## src/rtl/fifo_port_sched.sv

```systemverilog
// Single-op-per-cycle scheduler in front of a sync FIFO: NUM_WR round-robin
// write requesters with burst grants, one read requester, and alternation
// between reads and writes when both are pending.
module fifo_port_sched #(
    parameter int NUM_WR    = 4,
    parameter int DW        = 8,
    parameter int MAX_BURST = 4
) (
    input  logic                 clk,
    input  logic                 rst,
    input  logic [NUM_WR-1:0]    wr_req,
    input  logic [NUM_WR*DW-1:0] wr_data,
    output logic [NUM_WR-1:0]    wr_ack,
    input  logic                 rd_req,
    output logic                 rd_ack,
    output logic [DW-1:0]        rd_data,
    output logic                 rd_valid,
    output logic                 fifo_wr,
    output logic                 fifo_rd,
    output logic [DW-1:0]        fifo_din,
    input  logic [DW-1:0]        fifo_dout,
    input  logic                 fifo_full,
    input  logic                 fifo_empty,
    output logic [2:0]           owner,
    output logic                 owner_vld
);

    localparam logic [0:0] ST_IDLE   = 1'b0;
    localparam logic [0:0] ST_WBURST = 1'b1;

    logic [0:0]    state_reg;
    logic [2:0]    owner_reg;
    logic [2:0]    rr_ptr_reg;
    logic [3:0]    burst_cnt_reg;
    logic          last_op_reg;
    logic          rd_valid_reg;

    logic [7:0]    req_ext;
    logic          owner_live;
    logic [2:0]    search_base;
    logic [2:0]    winner;
    logic [2:0]    wr_idx;
    logic          wr_ok;
    logic          rd_ok;
    logic          issue_wr;
    logic          issue_rd;
    logic [DW-1:0] din_term [NUM_WR];

    function automatic logic [2:0] next_idx(input logic [2:0] x);
        return (x == 3'(NUM_WR - 1)) ? 3'd0 : x + 3'd1;
    endfunction

    // Widen the request vector so 3-bit indices never select past its end
    always_comb begin
        req_ext                = '0;
        req_ext[NUM_WR-1:0]    = wr_req;
    end

    // An owner that dropped its request releases at cycle start; the same
    // cycle is then arbitrated from the slot after it, so no bubble appears
    always_comb begin
        owner_live  = (state_reg == ST_WBURST) && req_ext[owner_reg];
        search_base = ((state_reg == ST_WBURST) && !owner_live) ? next_idx(owner_reg) : rr_ptr_reg;
    end

    // Round-robin search; walking downward lets the nearest requester win
    always_comb begin
        logic [3:0] sum;
        winner = '0;
        sum    = '0;
        for (int k = NUM_WR - 1; k >= 0; k--) begin
            sum = {1'b0, search_base} + 4'(k);
            if (sum >= 4'(NUM_WR)) begin
                sum = sum - 4'(NUM_WR);
            end
            if (req_ext[sum[2:0]]) begin
                winner = sum[2:0];
            end
        end
    end

    // Pick at most one FIFO operation; when both are eligible the op not
    // issued last time goes first. Nothing issues while in reset.
    always_comb begin
        wr_ok    = (|wr_req) && !fifo_full;
        rd_ok    = rd_req && !fifo_empty;
        wr_idx   = owner_live ? owner_reg : winner;
        issue_rd = rst && rd_ok && (!wr_ok || !last_op_reg);
        issue_wr = rst && wr_ok && !issue_rd;
    end

    genvar gi;
    generate
        for (gi = 0; gi < NUM_WR; gi++) begin : g_ack
            assign wr_ack[gi]   = issue_wr && (wr_idx == 3'(gi));
            assign din_term[gi] = wr_data[gi*DW +: DW] & {DW{wr_ack[gi]}};
        end
    endgenerate

    // Write data mux built from the one-hot ack; zero when nothing is written
    always_comb begin
        fifo_din = '0;
        for (int i = 0; i < NUM_WR; i++) begin
            fifo_din = fifo_din | din_term[i];
        end
    end

    assign fifo_wr   = issue_wr;
    assign fifo_rd   = issue_rd;
    assign rd_ack    = issue_rd;
    assign rd_data   = fifo_dout;
    assign rd_valid  = rd_valid_reg;
    assign owner     = owner_reg;
    assign owner_vld = (state_reg == ST_WBURST);

    // Grant bookkeeping, fairness pointer, last-op memory and read valid
    always_ff @(posedge clk) begin
        if (!rst) begin
            state_reg     <= ST_IDLE;
            owner_reg     <= '0;
            rr_ptr_reg    <= '0;
            burst_cnt_reg <= '0;
            last_op_reg   <= 1'b1;
            rd_valid_reg  <= 1'b0;
        end else begin
            rd_valid_reg <= issue_rd;
            if (issue_wr || issue_rd) begin
                last_op_reg <= issue_rd;
            end
            if (issue_wr && owner_live) begin
                if (burst_cnt_reg + 4'd1 == 4'(MAX_BURST)) begin
                    state_reg     <= ST_IDLE;
                    rr_ptr_reg    <= next_idx(owner_reg);
                    burst_cnt_reg <= '0;
                end else begin
                    burst_cnt_reg <= burst_cnt_reg + 4'd1;
                end
            end else if (issue_wr) begin
                owner_reg <= wr_idx;
                if (MAX_BURST == 1) begin
                    state_reg     <= ST_IDLE;
                    rr_ptr_reg    <= next_idx(wr_idx);
                    burst_cnt_reg <= '0;
                end else begin
                    state_reg     <= ST_WBURST;
                    burst_cnt_reg <= 4'd1;
                end
            end else if ((state_reg == ST_WBURST) && !owner_live) begin
                state_reg     <= ST_IDLE;
                rr_ptr_reg    <= next_idx(owner_reg);
                burst_cnt_reg <= '0;
            end
        end
    end

endmodule

```

## config.mk

```make
export PLATFORM = sky130hd
export DESIGN_NAME = fifo_port_sched
export DESIGN_NICKNAME = d
export VERILOG_FILES = /design/src/rtl/fifo_port_sched.sv
export SDC_FILE = /design/constraint.sdc
export NUM_CORES = 1
export LEC_CHECK = 0
export ABC_AREA = 1
export CORE_MARGIN = 3
export CORE_UTILIZATION = 41
export CTS_CLUSTER_SIZE = 14
export DETAILED_ROUTE_END_ITERATION = 16
export HOLD_SLACK_MARGIN = 0.02
export PLACE_DENSITY_LB_ADDON = 0.15
export SLEW_MARGIN = 20
export SYNTH_ARGS = -nofsm -noshare
export SYNTH_HDL_FRONTEND = slang
export SYNTH_SLANG_ARGS = --single-unit
```

## constraint.sdc

```tcl
create_clock -name clk -period 3.7 [get_ports clk]
set_clock_uncertainty 0.1 [all_clocks]
set_input_delay 0.74 -clock clk [delete_from_list [all_inputs] [get_ports clk]]
set_output_delay 0.74 -clock clk [all_outputs]
set_load 0.02 [all_outputs]
```

======== Yosys cells after proc, flatten, opt, wreduce, memory -nomap -nowiden ========
Index checks and enable logic that the tools add are counted.
word-level totals
  bits in registers ....................... 13
  output and inout port bits .............. 28
  logic and storage cells ................. 98
  input port bits ......................... 49
operators by class
  bitwise gates (word level) .............. 8
  $lt $le $gt $ge ......................... 9
  reductions and logical operators ........ 27
  muxes and demuxes ....................... 32
  $add $sub $neg .......................... 9
  equality and inequality tests ........... 7
operators by type and width
  kind                                                               count
  2-to-1 mux 3 bit                                                   14
  bitwise AND 8 bit                                                  4
  OR 8 bit                                                           3
  less-than comparator 3 x 4 -> 1 bit, second input constant         5
  2-to-1 mux 4 bit                                                   4
  binary-select mux 1 bit (select 3 bit)                             5
  logical AND 1 bit                                                  13
  greater-or-equal comparator 4 x 3 -> 1 bit, second input constant  3
  subtractor 3 bit, second input constant                            4
  == test 3 x 2 -> 1 bit, second input constant                      3
  2-to-1 mux 1 bit                                                   9
  adder 3 x 2 -> 4 bit, second input constant                        2
  zero test 1 bit                                                    6
  AND reduction 2 bit                                                3
  adder 3 x 1 -> 4 bit, second input constant                        1
  adder 4 x 1 -> 4 bit, second input constant                        1
  == test 4 x 3 -> 1 bit, second input constant                      1
  inequality test 2 x 1 -> 1 bit, second input constant              2
  OR reduction 4 bit                                                 1
  adder 3 x 1 -> 3 bit, second input constant                        1
  == test 3 x 1 -> 1 bit, second input constant                      1
  greater-or-equal comparator 3 bit, second input constant           1
  zero test 3 bit                                                    1
  nonzero test 3 bit                                                 1
  other kinds (2)                                                    3

======== Logic depth before layout (Yosys ltp) ========
  depth in word-level cells ............... 22
  gate-level depth with buffers ........... 25
  mapped depth without buffers ............ 25

======== Worst setup path before layout ========
OpenSTA, ideal clock, no wires.
  path kind ............................... input to output
  from .................................... input port wr_req[3]
  to ...................................... output port wr_ack[3]
  required time ........................... 2.860 ns
  stages .................................. 20
  slack ................................... 0.009 ns
  buffers on the path ..................... 0
  data arrival time ....................... 2.851 ns
  path through ............................ inv_1 -> nand2_1 -> nand3_1 -> nand2_2 -> nand2_4 -> nand2_4 -> nand2_4 -> nand2_4 -> ha_1 -> inv_1 -> nand3_2 -> nand3_2 -> nand2_1 -> inv_1 -> nand2_1 -> nand2_2 -> nand2_2 -> nand2_4 -> inv_2 -> nor3_1
between the ends
  cells in the longest elaborated chain, start to end .. 18
  elaborated cells between the ends (all ways) .. 44
  classes of those cells .................. add/sub (7); order compare (4); eq/ne (1); mux (20); reduce/logical (12)
ends and longest elaborated chain
  item                                                                                   line    source
  from (decl)                                                                            11      input logic [NUM_WR-1:0] wr_req,
  binary-select mux 1 bit (select 3 bit)                                                 62      owner_live = (state_reg == ST_WBURST) && req_ext[owner_reg];
  2-to-1 mux 1 bit (not written as such)                                                 62
  logical AND 1 bit                                                                      62
  zero test 1 bit                                                                        63      search_base = ((state_reg == ST_WBURST) && !owner_live) ? next_idx(owner_reg) : rr_ptr_reg;
  logical AND 1 bit                                                                      63
  2-to-1 mux 3 bit                                                                       --
  adder 3 x 2 -> 4 bit                                                                   72      sum = {1'b0, search_base} + 4'(k);
  greater-or-equal comparator 4 x 3 -> 1 bit / subtractor 3 bit (equally long branches)  73, 74
  2-to-1 mux 3 bit                                                                       73      if (sum >= 4'(NUM_WR)) begin
  binary-select mux 1 bit (select 3 bit)                                                 76      if (req_ext[sum[2:0]]) begin
  2-to-1 mux 1 bit (not written as such)                                                 76
  2-to-1 mux 3 bit (4 in a row)                                                          76
  2-to-1 mux 3 bit                                                                       87      wr_idx = owner_live ? owner_reg : winner;
  == test 3 x 2 -> 1 bit                                                                 95      assign wr_ack[gi] = issue_wr && (wr_idx == 3'(gi));
  logical AND 1 bit *                                                                    95
  to (decl)                                                                              13      output logic [NUM_WR-1:0] wr_ack,
Mark *: on every way between the ends. The rest lies on a longest branch, timed or not. The select of a mux whose other input is x is not followed.

======== Worst setup path after layout ========
  from .................................... input port wr_req[2]
  to ...................................... output port fifo_din[0]
between the ends
  cells in the longest elaborated chain, start to end .. 22
  elaborated cells between the ends (all ways) .. 57
  classes of those cells .................. add/sub (7); order compare (4); eq/ne (3); mux (20); bitwise (7); reduce/logical (16)
ends and longest elaborated chain
  item                                                                                   line    source
  binary-select mux 1 bit (select 3 bit)                                                 62
  2-to-1 mux 1 bit (not written as such)                                                 62
  logical AND 1 bit                                                                      62
  zero test 1 bit                                                                        63
  logical AND 1 bit                                                                      63
  2-to-1 mux 3 bit                                                                       --
  adder 3 x 2 -> 4 bit                                                                   72
  greater-or-equal comparator 4 x 3 -> 1 bit / subtractor 3 bit (equally long branches)  73, 74
  [... 2 more ...]                                                                       --
  2-to-1 mux 1 bit (not written as such)                                                 76
  2-to-1 mux 3 bit (4 in a row)                                                          76
  2-to-1 mux 3 bit                                                                       87
  == test 3 x 1 -> 1 bit / zero test 3 bit (equally long branches)                       95
  logical AND 1 bit                                                                      95
  bitwise AND 8 bit                                                                      96      assign din_term[gi] = wr_data[gi*DW +: DW] & {DW{wr_ack[gi]}};
  OR 8 bit (2 in a row)                                                                  104     fifo_din = fifo_din | din_term[i];
  OR 8 bit *                                                                             104
  to (decl)                                                                              20      output logic [DW-1:0] fifo_din,
Marked as above.

==> impl_metrics.toml <==
[clock_tree]
worstSkewPairLatency_ns = 0.24
cts.sinks = 13
htree_num_levels = 1
clock_path_buffers = 2
clk_pin_slew_ns = 0.05
cts_tree = "built"
cts_buffers = 3
cts_root_buf = "clkbuf_8"

[worst_setup_path]
path_max_fanout = 8
crit_start = "wr_req[2]"
critPathRequiredTime_ns = 2.86
arrival_ns = 3.02
r2r_slack_ns = 1.37
path_class = "input port to output pin"
r2r_start = "owner[1]$_SDFFE_PN0P_"
r2r-end = "owner[0]$_SDFFE_PN0P_"
reg2regPathDepth = 19
cp-start-kind = "input port"
endpoint_kind = "output pin"

[logic_synthesis]
netlist-cell-type-count = 24
syn_nets = 332
postSynthAreaPerCell_um2 = 5.73
synth_common_cells = "nand2_1 (61), inv_1 (57), nor2_1 (30)"
yosysMostFrequentCell = "nand2_1"
synth_area_leaders = "dfxtp_1 (16%), nand2_1 (14%), inv_1 (13%)"
synth_top_cell_by_area = "dfxtp_1"
ys_async_sr_fraction_pct = 0
synth-edff-count = 0
ys_ff_latch = 13
synth.top_cell.area_share_pct = 16.3
syn_area_um2 = 1590
netlist_instances = 278
ys.flop_type = "dfxtp_1"
yosys_warnings = 0
seq_area_frac_synth_pct = 16.3

[timing]
rsz0062_at_grt = "true"
final_max_slew_viol_count = 0
tns_ns = -1.12
hold_viol = 0
post-route-period-util_pct = 104
min_period_ns = 3.86
relSlewSlack_pct = 76.2
max_freq_mhz = 259
setup_viol_count_final = 10
layout_setup_ws_ns = -0.161
worst_pin_slew_ns = 0.356

[power]
cellPowerDensity_nw_per_um2 = 509
seq_power_share_pct = 11.1
ir_drop_uv = 307
combPwrFrac_pct = 80.6
clkPwrFrac_pct = 8.3
intPower_uw = 801
p_leak_nw = 1.51
finalPower_mw = 1.50
p_switching_uw = 701
p_sw_share_pct = 46.7

[global_route]
grt_pass1_vias = 2008
grt_max_degree = 18
antenna_found_initial = 0
grt_pass1_wl_mm = 8.55
grt_util_all_layers_pct = 23.8
grt_overflow = 0

[placement]
port-buffer-count = 60
gp_congestion = 0.890
post-dp-hpwl_mm = 4.01

[job]
maxCapViolCount = 0

[routing]
via_count = 2192
viasPerCell = 5.05
drtIter0Drc = 135
avgRoutedWirePerCell_um = 14.0
antenna_left = 0
drt-pass1-iter-count = 4
drcViolationCount = 0
routed_wl_mm = 6.08

[hold_path]
hold_start = "burst_cnt_reg[3]$_SDFFE_PN0P_"
hold_class = "flop to flop"
whs_path_depth = 2
hold_end = "burst_cnt_reg[3]$_SDFFE_PN0P_"

[floorplanning]
fp.dieW_um = 68.3
initial_utilization_pct = 42.9
ios = 77
fp.coreArea_um2 = 3720
die_h_um = 68.3
row_count = 22
dieArea_um2 = 4670

[run_status]
status = "finished, violations left"
violations = "setup timing"

[finish]
syn_to_final_growth_pct = 85.3
nets = 441
drive_above_1_share_pct = 36.3
largest_reg_flops = 4
fillerInstances = 268
antennaDiodeCount = 0
[cell type report]
type | count | area, um^2 | share of cell area, %
multi-input cells | 192 | 1220 | 41.4
repair buffers | 116 | 1120 | 38.1
flip-flops and latches | 13 | 262 | 8.86
inverters | 61 | 239 | 8.10
well taps | 48 | 60.1 | 2.03
clock buffers | 4 | 45.0 | 1.53
[metrics by stage]
| stage | setup WS [ns] | std cells | util [%] | hold WS (ns) | cell area, um^2 |
|---|---|---|---|---|---|
| 3_5_place_dp | -1.01 | 417 | 68.6 | 0.367 | 2550 |
| 6_report | -0.161 | 434 | 79.4 | 0.371 | 2950 |
| 3_3_place_gp | -0.915 | 417 | 68.6 | 0.361 | 2550 |
| 4_1_cts | -0.0791 | 431 | 72.9 | 0.375 | 2710 |
| 5_1_grt | -0.304 | 434 | 79.4 | 0.386 | 2950 |
| 2_1_floorplan | 0.00886 | 278 | - | 0.345 | 1590 |
[worst max path at each step]
stage                  end
5_1_grt        fifo_din[3]
4_1_cts        fifo_din[1]
3_5_place_dp   fifo_din[6]
3_3_place_gp   fifo_din[2]
2_1_floorplan    wr_ack[3]
6_report       fifo_din[0]
[repair_timing]
item | 4_1_cts | 5_1_grt
buffers inserted | 9 | 0
pin swaps | 26 | 13
cloned | 1 | 3
endpoints found under the setup margin | 13 | 13
hold buffers | 0 | 0
gates resized for setup | 100 | 47
[power groups by stage]
| stage | Combinational, mW | Clock [mW] | Sequential, mW |
|---|---|---|---|
| after floorplan | 0.484 | 0 | 0.172 |
| final | 1.21 | 0.125 | 0.167 |
| after global routing | 1.29 | 0.132 | 0.167 |
| after CTS | 0.952 | 0.129 | 0.166 |
| after detailed placement | 0.887 | 0 | 0.168 |
| after global placement | 0.869 | 0 | 0.167 |
[worst max-delay path, stage by stage]
cell	delay, ns
buf_6	0.10
inv_2	0.06
nand2_1	0.07
nand3_2	0.07
nand2_2	0.06
nand2_4	0.09
nand2_4	0.08
nand2_4	0.10
nand2_4	0.07
ha_4	0.31
inv_4	0.05
nand3_4	0.06
nand3_4	0.11
nand2_2	0.08
inv_2	0.04
nand2_2	0.05
nand2_2	0.07
nand2_4	0.09
nand2_8	0.09
clkbuf_16	0.18
nor3_1	0.18
nor2_1	0.07
nand2_1	0.07
buf_6	0.11
[cells by family after synthesis]
| family | Yosys count | synth area share [%] |
|---|---|---|
| AOI/OAI and AO/OA | 22 | 7.15 |
| and+or+nand+nor | 161 | 50.6 |
| DFF | 13 | 16.3 |
| xor gates and xnor gates | 2 | 1.10 |
| adders and majority gates | 5 | 3.93 |
| buffers and inverters | 75 | 20.9 |
[routing by layer]
metal  share of wire [%]  GRT usage, %  vias to the layer above
met3                 5.6          2.96                       17
met1                  41          28.5                     1009
met4                 2.4          10.4                        0
met2                  51          42.0                       83
met5                   0             0                        -
li1                    -             -                     1083
[cells in the final DEF (no fill, tap or decap), types with 2 or more instances in the layout]
master / netlist / final
buf_4: 9 / 51
nand2_1: 61 / 49
inv_1: 57 / 48
clkdlybuf4s50_1: 0 / 43
nor2_1: 30 / 28
nand2_2: 8 / 18
nand4_1: 17 / 17
nand3_1: 21 / 16
buf_6: 2 / 13
dfxtp_1: 13 / 12
inv_2: 4 / 10
a21oi_1: 10 / 9
o21ai_0: 10 / 9
nand2_4: 7 / 8
nand3_4: 1 / 8
nor3_1: 10 / 5
buf_12: 0 / 5
nand3_2: 5 / 4
nor3_2: 0 / 4
nor2_2: 1 / 3
ha_1: 5 / 3
clkbuf_8: 0 / 3
inv_4: 0 / 2
nand2_8: 0 / 2
ha_4: 0 / 2
clkbuf_16: 0 / 2
(Power assumes the default switching activity.)
